File: src/rtl/ntt_pointwise_sequencer.sv
// ntt_pointwise_sequencer
//   Sequences one NTT-domain polynomial product through an external combinational
//   base-case multiplier, one coefficient pair per beat. Each accepted pair
//   (a0,a1,b0,b1) is presented to the multiplier together with the per-pair twiddle
//   GAMMA[idx], and the returned (c0,c1) is captured into a single-entry valid/ready
//   output register tagged with the pair index and a last flag.
//
// Ports
//   clk, rst_n                 clock (rising edge), asynchronous active-low reset
//   start                      1-cycle pulse, begins a polynomial (honoured when idle)
//   in_valid/in_ready          input pair handshake
//   in_a0/in_a1/in_b0/in_b1    input coefficients, expected < Q
//   mul_a0..mul_b1             operands to the multiplier (pass-through of in_*)
//   mul_gamma, mul_q           twiddle for the current pair, modulus
//   mul_c0/mul_c1              multiplier results, same cycle
//   out_valid/out_ready        output beat handshake
//   out_c0/out_c1              registered results
//   out_idx, out_last          pair index of the result, high on the final pair
//   busy                       polynomial in progress
//   done                       1-cycle pulse on the handshake of the final result
//   range_err                  sticky: an accepted coefficient was >= Q; cleared by start

module ntt_pointwise_sequencer #(
  parameter int unsigned N_PAIRS = 128,
  parameter int unsigned Q       = 3329,
  parameter int unsigned ZETA    = 17
) (
  input  logic                       clk,
  input  logic                       rst_n,
  input  logic                       start,
  input  logic                       in_valid,
  output logic                       in_ready,
  input  logic [15:0]                in_a0,
  input  logic [15:0]                in_a1,
  input  logic [15:0]                in_b0,
  input  logic [15:0]                in_b1,
  output logic [15:0]                mul_a0,
  output logic [15:0]                mul_a1,
  output logic [15:0]                mul_b0,
  output logic [15:0]                mul_b1,
  output logic [15:0]                mul_gamma,
  output logic [15:0]                mul_q,
  input  logic [15:0]                mul_c0,
  input  logic [15:0]                mul_c1,
  output logic                       out_valid,
  input  logic                       out_ready,
  output logic [15:0]                out_c0,
  output logic [15:0]                out_c1,
  output logic [$clog2(N_PAIRS)-1:0] out_idx,
  output logic                       out_last,
  output logic                       busy,
  output logic                       done,
  output logic                       range_err
);

  localparam int unsigned IdxW = $clog2(N_PAIRS);
  localparam logic [IdxW-1:0] LastIdx = IdxW'(N_PAIRS - 1);
  localparam logic [15:0] QW = 16'(Q);

  typedef logic [N_PAIRS-1:0][15:0] gamma_tbl_t;

  // GAMMA[i] = ZETA^(2*bitrev(i)+1) mod Q, evaluated at elaboration.
  function automatic gamma_tbl_t build_gamma();
    gamma_tbl_t  tbl;
    int unsigned br;
    int unsigned e;
    int unsigned base;
    int unsigned acc;
    tbl = '0;
    for (int unsigned i = 0; i < N_PAIRS; i++) begin
      br = 0;
      for (int unsigned b = 0; b < IdxW; b++) begin
        if (((i >> b) & 32'd1) != 0) br = br | (32'd1 << (IdxW - 1 - b));
      end
      e    = 2 * br + 1;
      base = ZETA % Q;
      acc  = 1;
      // Square-and-multiply; operands stay below Q so products fit in 32 bits.
      for (int unsigned k = 0; k < 16; k++) begin
        if (((e >> k) & 32'd1) != 0) acc = (acc * base) % Q;
        base = (base * base) % Q;
      end
      tbl[i] = 16'(acc);
    end
    return tbl;
  endfunction

  localparam gamma_tbl_t GammaTbl = build_gamma();

  typedef enum logic [1:0] {StIdle, StRun, StDrain} state_e;

  state_e            r_state;
  state_e            w_state_nxt;
  logic [IdxW-1:0]   r_idx;
  logic              r_out_valid;
  logic [15:0]       r_out_c0;
  logic [15:0]       r_out_c1;
  logic [IdxW-1:0]   r_out_idx;
  logic              r_out_last;
  logic              r_range_err;
  logic              w_in_ready;
  logic              w_accept;
  logic              w_pop;
  logic              w_is_last;
  logic              w_range_bad;
  logic              w_done;

  // Single output register: a new pair may enter only if the slot is empty or
  // is being drained in this same cycle.
  assign w_in_ready  = (r_state == StRun) && (!r_out_valid || out_ready);
  assign w_accept    = in_valid && w_in_ready;
  assign w_pop       = r_out_valid && out_ready;
  assign w_is_last   = (r_idx == LastIdx);
  assign w_range_bad = (in_a0 >= QW) || (in_a1 >= QW) || (in_b0 >= QW) || (in_b1 >= QW);

  assign mul_a0    = in_a0;
  assign mul_a1    = in_a1;
  assign mul_b0    = in_b0;
  assign mul_b1    = in_b1;
  assign mul_gamma = GammaTbl[r_idx];
  assign mul_q     = QW;

  assign in_ready  = w_in_ready;
  assign out_valid = r_out_valid;
  assign out_c0    = r_out_c0;
  assign out_c1    = r_out_c1;
  assign out_idx   = r_out_idx;
  assign out_last  = r_out_last;
  assign busy      = (r_state != StIdle);
  assign done      = w_done;
  assign range_err = r_range_err;

  always_ff @(posedge clk or negedge rst_n) begin
    if (!rst_n) begin
      r_state <= StIdle;
    end else begin
      r_state <= w_state_nxt;
    end
  end

  always_comb begin
    w_state_nxt = r_state;
    w_done      = 1'b0;
    case (r_state)
      StIdle: begin
        if (start) w_state_nxt = StRun;
      end
      StRun: begin
        if (w_accept && w_is_last) w_state_nxt = StDrain;
      end
      StDrain: begin
        // In drain the only occupant of the output slot is the last result.
        if (w_pop) begin
          w_state_nxt = StIdle;
          w_done      = 1'b1;
        end
      end
      default: w_state_nxt = StIdle;
    endcase
  end

  always_ff @(posedge clk or negedge rst_n) begin
    if (!rst_n) begin
      r_idx       <= '0;
      r_out_valid <= 1'b0;
      r_out_c0    <= '0;
      r_out_c1    <= '0;
      r_out_idx   <= '0;
      r_out_last  <= 1'b0;
      r_range_err <= 1'b0;
    end else begin
      if ((r_state == StIdle) && start) begin
        r_idx       <= '0;
        r_range_err <= 1'b0;
      end
      if (w_accept) begin
        r_out_c0   <= mul_c0;
        r_out_c1   <= mul_c1;
        r_out_idx  <= r_idx;
        r_out_last <= w_is_last;
        r_idx      <= r_idx + IdxW'(1);
        if (w_range_bad) r_range_err <= 1'b1;
      end
      // Simultaneous pop and accept keeps the slot full.
      if (w_accept) begin
        r_out_valid <= 1'b1;
      end else if (w_pop) begin
        r_out_valid <= 1'b0;
      end
    end
  end

endmodule

File: config.mk
export PLATFORM = sky130hd
export DESIGN_NAME = ntt_pointwise_sequencer
export DESIGN_NICKNAME = d
export VERILOG_FILES = /design/src/rtl/ntt_pointwise_sequencer.sv
export SDC_FILE = /design/constraint.sdc
export NUM_CORES = 1
export LEC_CHECK = 0
export ABC_CLOCK_PERIOD_IN_PS = 10000
export CORE_ASPECT_RATIO = 0.8
export CORE_UTILIZATION = 45
export CTS_BUF_LIST = sky130_fd_sc_hd__clkbuf_8
export CTS_CLUSTER_SIZE = 10
export DETAILED_ROUTE_END_ITERATION = 12
export GPL_ROUTABILITY_DRIVEN = 0
export PLACE_DENSITY = 0.87
export SETUP_SLACK_MARGIN = 0.05
export SKIP_LAST_GASP = 1
export SYNTH_ARGS = -nofsm -noshare
export SYNTH_HDL_FRONTEND = slang
export SYNTH_SLANG_ARGS = --single-unit
File: constraint.sdc
create_clock -name clk -period 10 [get_ports clk]
set_clock_uncertainty 0.2 [all_clocks]
set_input_delay 2 -clock clk [delete_from_list [all_inputs] [get_ports clk]]
set_output_delay 2 -clock clk [all_outputs]
set_load 0.02 [all_outputs]
==> results of run 1 <==
## cell type report
type / instances / area (um2)
timing repair buffer: 230 / 2270
inverter: 11 / 41.3
sequential: 51 / 1280
clock buffer: 5 / 68.8
multi-input combinational: 442 / 3000
tap: 144 / 180
clock inverter: 3 / 41.3
fill: 913 / 4090
## per-layer routing
metal / up-vias / routed length, um / global-route usage [%]
met4: 0 / 589 / 11.4
met2: 378 / 8400 / 46.5
met5: - / 0 / 0
met3: 62 / 1700 / 5.81
li1: 2411 / - / -
met1: 2466 / 5940 / 33.5
## worst min-delay path by stage
stage                          start         end  slack, ns  depth (start not counted)
after floorplan           r_state[1]  r_state[0]       0.26                          1
final                     out_idx[4]  out_idx[4]       0.29                          2
after CTS                 out_idx[4]  out_idx[4]       0.30                          2
after detailed placement  out_idx[4]  out_idx[4]       0.27                          2
after global routing       range_err   range_err       0.33                          2
after global placement    out_idx[4]  out_idx[4]       0.27                          2
## synth_stat cells (4+ instances only)
library cell,n,share of area [%]
a221oi_1,4,0.68
nor3_1,15,1.5
inv_1,9,0.66
a21o_1,4,0.58
nor2b_1,11,1.3
buf_2,20,1.9
dfrtp_1,51,25
o31ai_1,4,0.58
nand3_1,18,1.8
o211ai_1,7,1.0
buf_4,88,13
mux2i_1,7,1.4
o21ai_0,37,3.6
a21oi_1,41,4.0
o221ai_1,4,0.68
ha_1,20,4.9
a211oi_1,9,1.3
o22ai_1,5,0.61
nor3b_1,4,0.58
nand2b_1,18,2.2
a311oi_1,10,1.7
nor2_1,27,2.0
nor4_1,14,1.7
nand2_1,51,3.7
clkbuf_1,25,1.8
a211o_1,4,0.68
a31oi_1,12,1.5
mux2_2,36,7.9
mux4_2,4,1.8
## critical path, cell delays in order, from the launching register on
cell and delay, ns:
dfrtp_2 0.35, buf_4 0.62, clkinv_1 0.94, ha_1 0.53, mux2_2 0.27, a21oi_1 0.17, a221oi_1 0.12, o32ai_1 0.38
clkdlybuf4s50_1 0.68
## registers in the layout (all words and copies together), names as in the netlist
signal,count
r_state,2
out_c0,16
out_idx,7
range_err,1
out_c1,16
r_idx,7
out_valid,1
out_last,1
## kinds of logic (layout without fill, tap and decap cells)
group	Yosys count	in the layout	share of synthesized area, %
compound gates	175	175	22.9
other cells	2	20	0.146
fa+ha+maj	20	20	4.87
xor+xnor	1	1	0.171
simple gates	179	179	18.0
mux	47	47	11.0
buf+inv	149	249	18.1
flops	51	51	24.8
## metrics by stage
stage	instance area [um2]	utilization [%]	setup WS, ns	power [mW]
global placement	6770	61.7	4.01	1.23
floorplan	5200	-	5.13	0.961
finish	6880	62.7	3.42	1.43
CTS	6880	62.7	3.50	1.40
global route	6880	62.7	3.22	1.51
detailed placement	6770	61.7	3.86	1.26
## power by group through the flow
stage	Combinational [mW]	Sequential (mW)	Clock, mW
after global routing	1.09	0.268	0.157
after CTS	0.993	0.264	0.147
after global placement	0.970	0.264	0
after detailed placement	0.989	0.268	0
after floorplan	0.664	0.297	0
final	1.02	0.264	0.143
==> impl_metrics.yaml, run 1 <==
critical_path:
  cp.required_ns: 7.80
  path_max_fanout: 85
  rrSetupSlack_ns: 6.98
  start_kind: "flip-flop"
  cp-endpoint: "mul_gamma[9]"
  r2r_cells: 5
  endpoint_kind: "primary output"
  r2r_end: "r_idx[2]"
  path_class: "flip-flop to primary output"
  startpoint: "r_idx[2]"
  r2r_start: "r_idx[2]"
  crit_arrival_ns: 4.38
grt:
  grt_max_degree: 95
  grt_pass1_vias: 5082
  grt-ovfl-total: 0
  grt_pass1_wl_um: 26100
  antenna_found_initial: 0
  track_usage_pct: 27.5
power_and_ir_drop:
  p_sw_share_pct: 48.0
  comb_power_share_pct: 71.5
  net-switching-power_uw: 686
  p_seq_share_pct: 18.5
  powerDensity_nw_per_um2: 208
  power.leakage_nw: 2.66
  power.share.clock_pct: 10.0
  p_int_uw: 742
  irDropWorstVdd_uv: 121
layout:
  final_cell_mix: "220 x clkdlybuf4s50_1, 51 x nand2_1, 49 x dfrtp_1"
  syn2layout_area_growth_pct: 34.0
  final_common_cell: "clkdlybuf4s50_1"
  final_cells: 886
  diodes: 0
  drive_gt1_share_pct: 8.89
  fin_nets: 862
sta:
  rsz0062_at_grt: "false"
  maxSlewViolCount: 0
  setup_viol: 0
  fin_tns_setup_ns: 0
  whs_ns: 0.291
  period_minus_slack_ns: 6.58
  worst_slew_pin_slew_ns: 0.874
  hold_violations: 0
  max_freq_ghz: 0.152
  relSlewSlack_pct: 41.4
  finalCritPeriodShare_pct: 65.8
place:
  port_buffers: 221
  place_inst: 878
  hpwl_um: 12300
synth:
  ys_warn_count: 0
  ys.flop_type: "dfrtp_1"
  async_flop_share_pct: 100
  postSynthCellCount: 624
  syn_avg_cell_area_um2: 8.23
  synthesis.area_um2: 5140
  synth_edf_count: 0
  yosysSeqAreaShare_pct: 24.8
  ys_seq_elements: 51
  yosysUniqueCellTypes: 68
floorplanning:
  dieHeight_um: 97.6
  rows: 34
  fp.coreArea_um2: 11000
  start_util_pct: 46.8
  die_area_um2: 11800
  die_w_um: 121
  pin_count: 242
detailed_routing:
  wl_per_cell_um: 18.8
  route.vias.total: 5317
  drc: 0
  dr.pass1.iters: 6
  drtIter0Drc: 859
  ant_nets: 0
  avgViaCountPerCell: 6.00
  drt_wl_total_um: 16600
cts:
  clock_latency_ns: 0.30
  cts_tree: "built"
  clockBufferDepth: 2
  h-tree-depth: 2
  clkTransAtPathRegs_ns: 0.09
  hold_buffers: 0
  root_buffer: "clkbuf_8"
  clock-sinks: 51
  cts_buffers: 5
  cts_setup_buffers: 0
  ctsResizeCount: 0
status:
  outcome: "complete, no violations"
worst_hold_path:
  hold_path.class: "flip-flop to flip-flop"
flow_run:
  maxCapViolCount: 0
Note: power is estimated with default switching activity, not from simulation.
==> inputs of run 2 (changes only) <==
Settings changed: ABC_CLOCK_PERIOD_IN_PS 10000 to 5300, CORE_UTILIZATION 45 to 39, PLACE_DENSITY 0.87 to 0.8.
Clock period 10 ns to 5.3 ns, I/O delays scaled along.
==> run 2 against run 1 <==
  * Global-route usage shrank 1.2 points
  * Via count grew 0.66%
  * First-iteration DRC count down 12%
  * Wire length up 7.4%
  * Critical path depth did not move
  * Worst hold slack got worse by 0.0012 ns
  * Register-to-register slack worse by 4.1 ns
  * Final area is 1.5% higher
  * Flip-flop and latch count stayed put
  * Largest cell class unchanged
==> impl_metrics.yaml, run 2 (synthesis results as in run 1) <==
layout:
  final_common_cell: "clkdlybuf4s50_1"
  diodes: 0
  fin_nets: 872
  final_cells: 927
  drive_gt1_share_pct: 10.4
  final_cell_area_um2: 6990
  final_cell_mix: "220 x clkdlybuf4s50_1, 51 x nand2_1, 48 x dfrtp_1"
  syn2layout_area_growth_pct: 36.0
worst_hold_path:
  hold_path.class: "flip-flop to flip-flop"
  hp-start: "out_idx[5]"
cts:
  root_buffer: "clkbuf_8"
  cts_buffers: 5
  h-tree-depth: 2
  cts_setup_buffers: 0
  clock-sinks: 51
  clkTransAtPathRegs_ns: 0.10
  hold_buffers: 0
  cts_tree: "built"
  clock_latency_ns: 0.30
  clockBufferDepth: 2
  ctsResizeCount: 0
critical_path:
  path_max_fanout: 12
  cp-endpoint: "mul_gamma[11]"
  r2r_end: "r_idx[6]"
  start_kind: "flip-flop"
  rrSetupSlack_ns: 2.90
  r2r_cells: 4
  startpoint: "r_idx[0]"
  crit_arrival_ns: 3.41
  r2r_start: "r_idx[3]"
  path_class: "flip-flop to primary output"
  endpoint_kind: "primary output"
  cp.required_ns: 4.04
place:
  port_buffers: 221
  postPlaceCellArea_um2: 6890
  hpwl_um: 13600
  place_inst: 919
sta:
  worst_slew_pin_slew_ns: 0.895
  maxSlewViolCount: 0
  setup_viol: 0
  hold_violations: 0
  finalCritPeriodShare_pct: 88.2
  fin_tns_setup_ns: 0
  rsz0062_at_grt: "false"
  whs_ns: 0.290
  period_minus_slack_ns: 4.67
  max_freq_ghz: 0.214
  relSlewSlack_pct: 40.3
flow_run:
  maxCapViolCount: 0
floorplanning:
  dieHeight_um: 105
  fp.coreArea_um2: 12900
  start_util_pct: 39.9
  die_area_um2: 13600
  rows: 37
  die_w_um: 130
  pin_count: 242
detailed_routing:
  drc: 0
  avgViaCountPerCell: 5.77
  route.vias.total: 5352
  drt_wl_total_um: 17900
  drtIter0Drc: 752
  dr.pass1.iters: 6
  ant_nets: 0
  wl_per_cell_um: 19.3
grt:
  antenna_found_initial: 0
  grt_pass1_wl_um: 27900
  grt-ovfl-total: 0
  grt_max_degree: 85
  grt_pass1_vias: 5082
  track_usage_pct: 26.2
power_and_ir_drop:
  irDropWorstVdd_uv: 163
  p_int_mw: 1.40
  p_sw_share_pct: 48.3
  total_power_mw: 2.70
  power.leakage_nw: 2.70
  comb_power_share_pct: 71.9
  power.share.clock_pct: 9.1
  net-switching-power_mw: 1.30
  powerDensity_nw_per_um2: 386
  p_seq_share_pct: 19.0
status:
  outcome: "complete, no violations"
run 2: cell count changes in the layout (fill, tap and decap cells not counted), sizes merged:
cell | before | now
clkinv | 2 | 3
clkbuf | 5 | 6
bufinv | 1 | 0
inv | 10 | 9
buf | 10 | 20
run 2: metrics by stage:
stage                     setup WS (ns)  util [%]
after floorplan                    1.37         -
after global placement             1.15      53.5
after detailed placement           1.05      53.5
after CTS                         0.693      54.3
after global routing              0.482      54.3
final                             0.627      54.3
run 2: worst max-delay path, cell delays in order (launching register included):
cell,delay [ns]
dfrtp_1,0.36
inv_1,0.18
ha_1,0.58
nand2b_1,0.46
nand3_2,0.13
a21boi_1,0.15
mux4_2,0.48
a22o_1,0.24
clkdlybuf4s50_1,0.53
run 2: area by class of cell:
| class | instances | area [um2] |
|---|---|---|
| Inverter | 11 | 41.3 |
| Clock inverter | 2 | 16.3 |
| Sequential cell | 51 | 1280 |
| Timing Repair Buffer | 240 | 2350 |
| Clock buffer | 6 | 82.6 |
| Multi-Input combinational cell | 442 | 3000 |
| Fill cell | 1213 | 5880 |
| Tap cell | 175 | 219 |
run 2: worst min-delay path by stage:
stage	endpoint	slack (ns)	depth (start not counted)
6_report	out_idx[5]	0.29	2
4_1_cts	out_last	0.30	2
2_1_floorplan	r_state[0]	0.26	1
3_3_place_gp	out_last	0.26	2
3_5_place_dp	out_last	0.27	2
5_1_grt	out_c0[2]	0.33	1
run 2: metal layers:
metal  track usage [%]  share of wire [%]  vias to the layer above  wire (um)
li1                  -                  -                     2435          -
met1              32.6                 38                     2506       6740
met2              46.0                 50                      363       8980
met3              4.61                9.0                       48       1620
met4              6.98                2.9                        0        525
met5                 0                  0                        -          0
run 2: power by group through the flow:
stage	combinational (mW)	sequential (mW)	clock, mW
2_1_floorplan	1.25	0.561	0
3_3_place_gp	1.88	0.516	0
3_5_place_dp	1.89	0.520	0
4_1_cts	1.90	0.512	0.254
5_1_grt	2.08	0.523	0.269
6_report	1.94	0.514	0.246
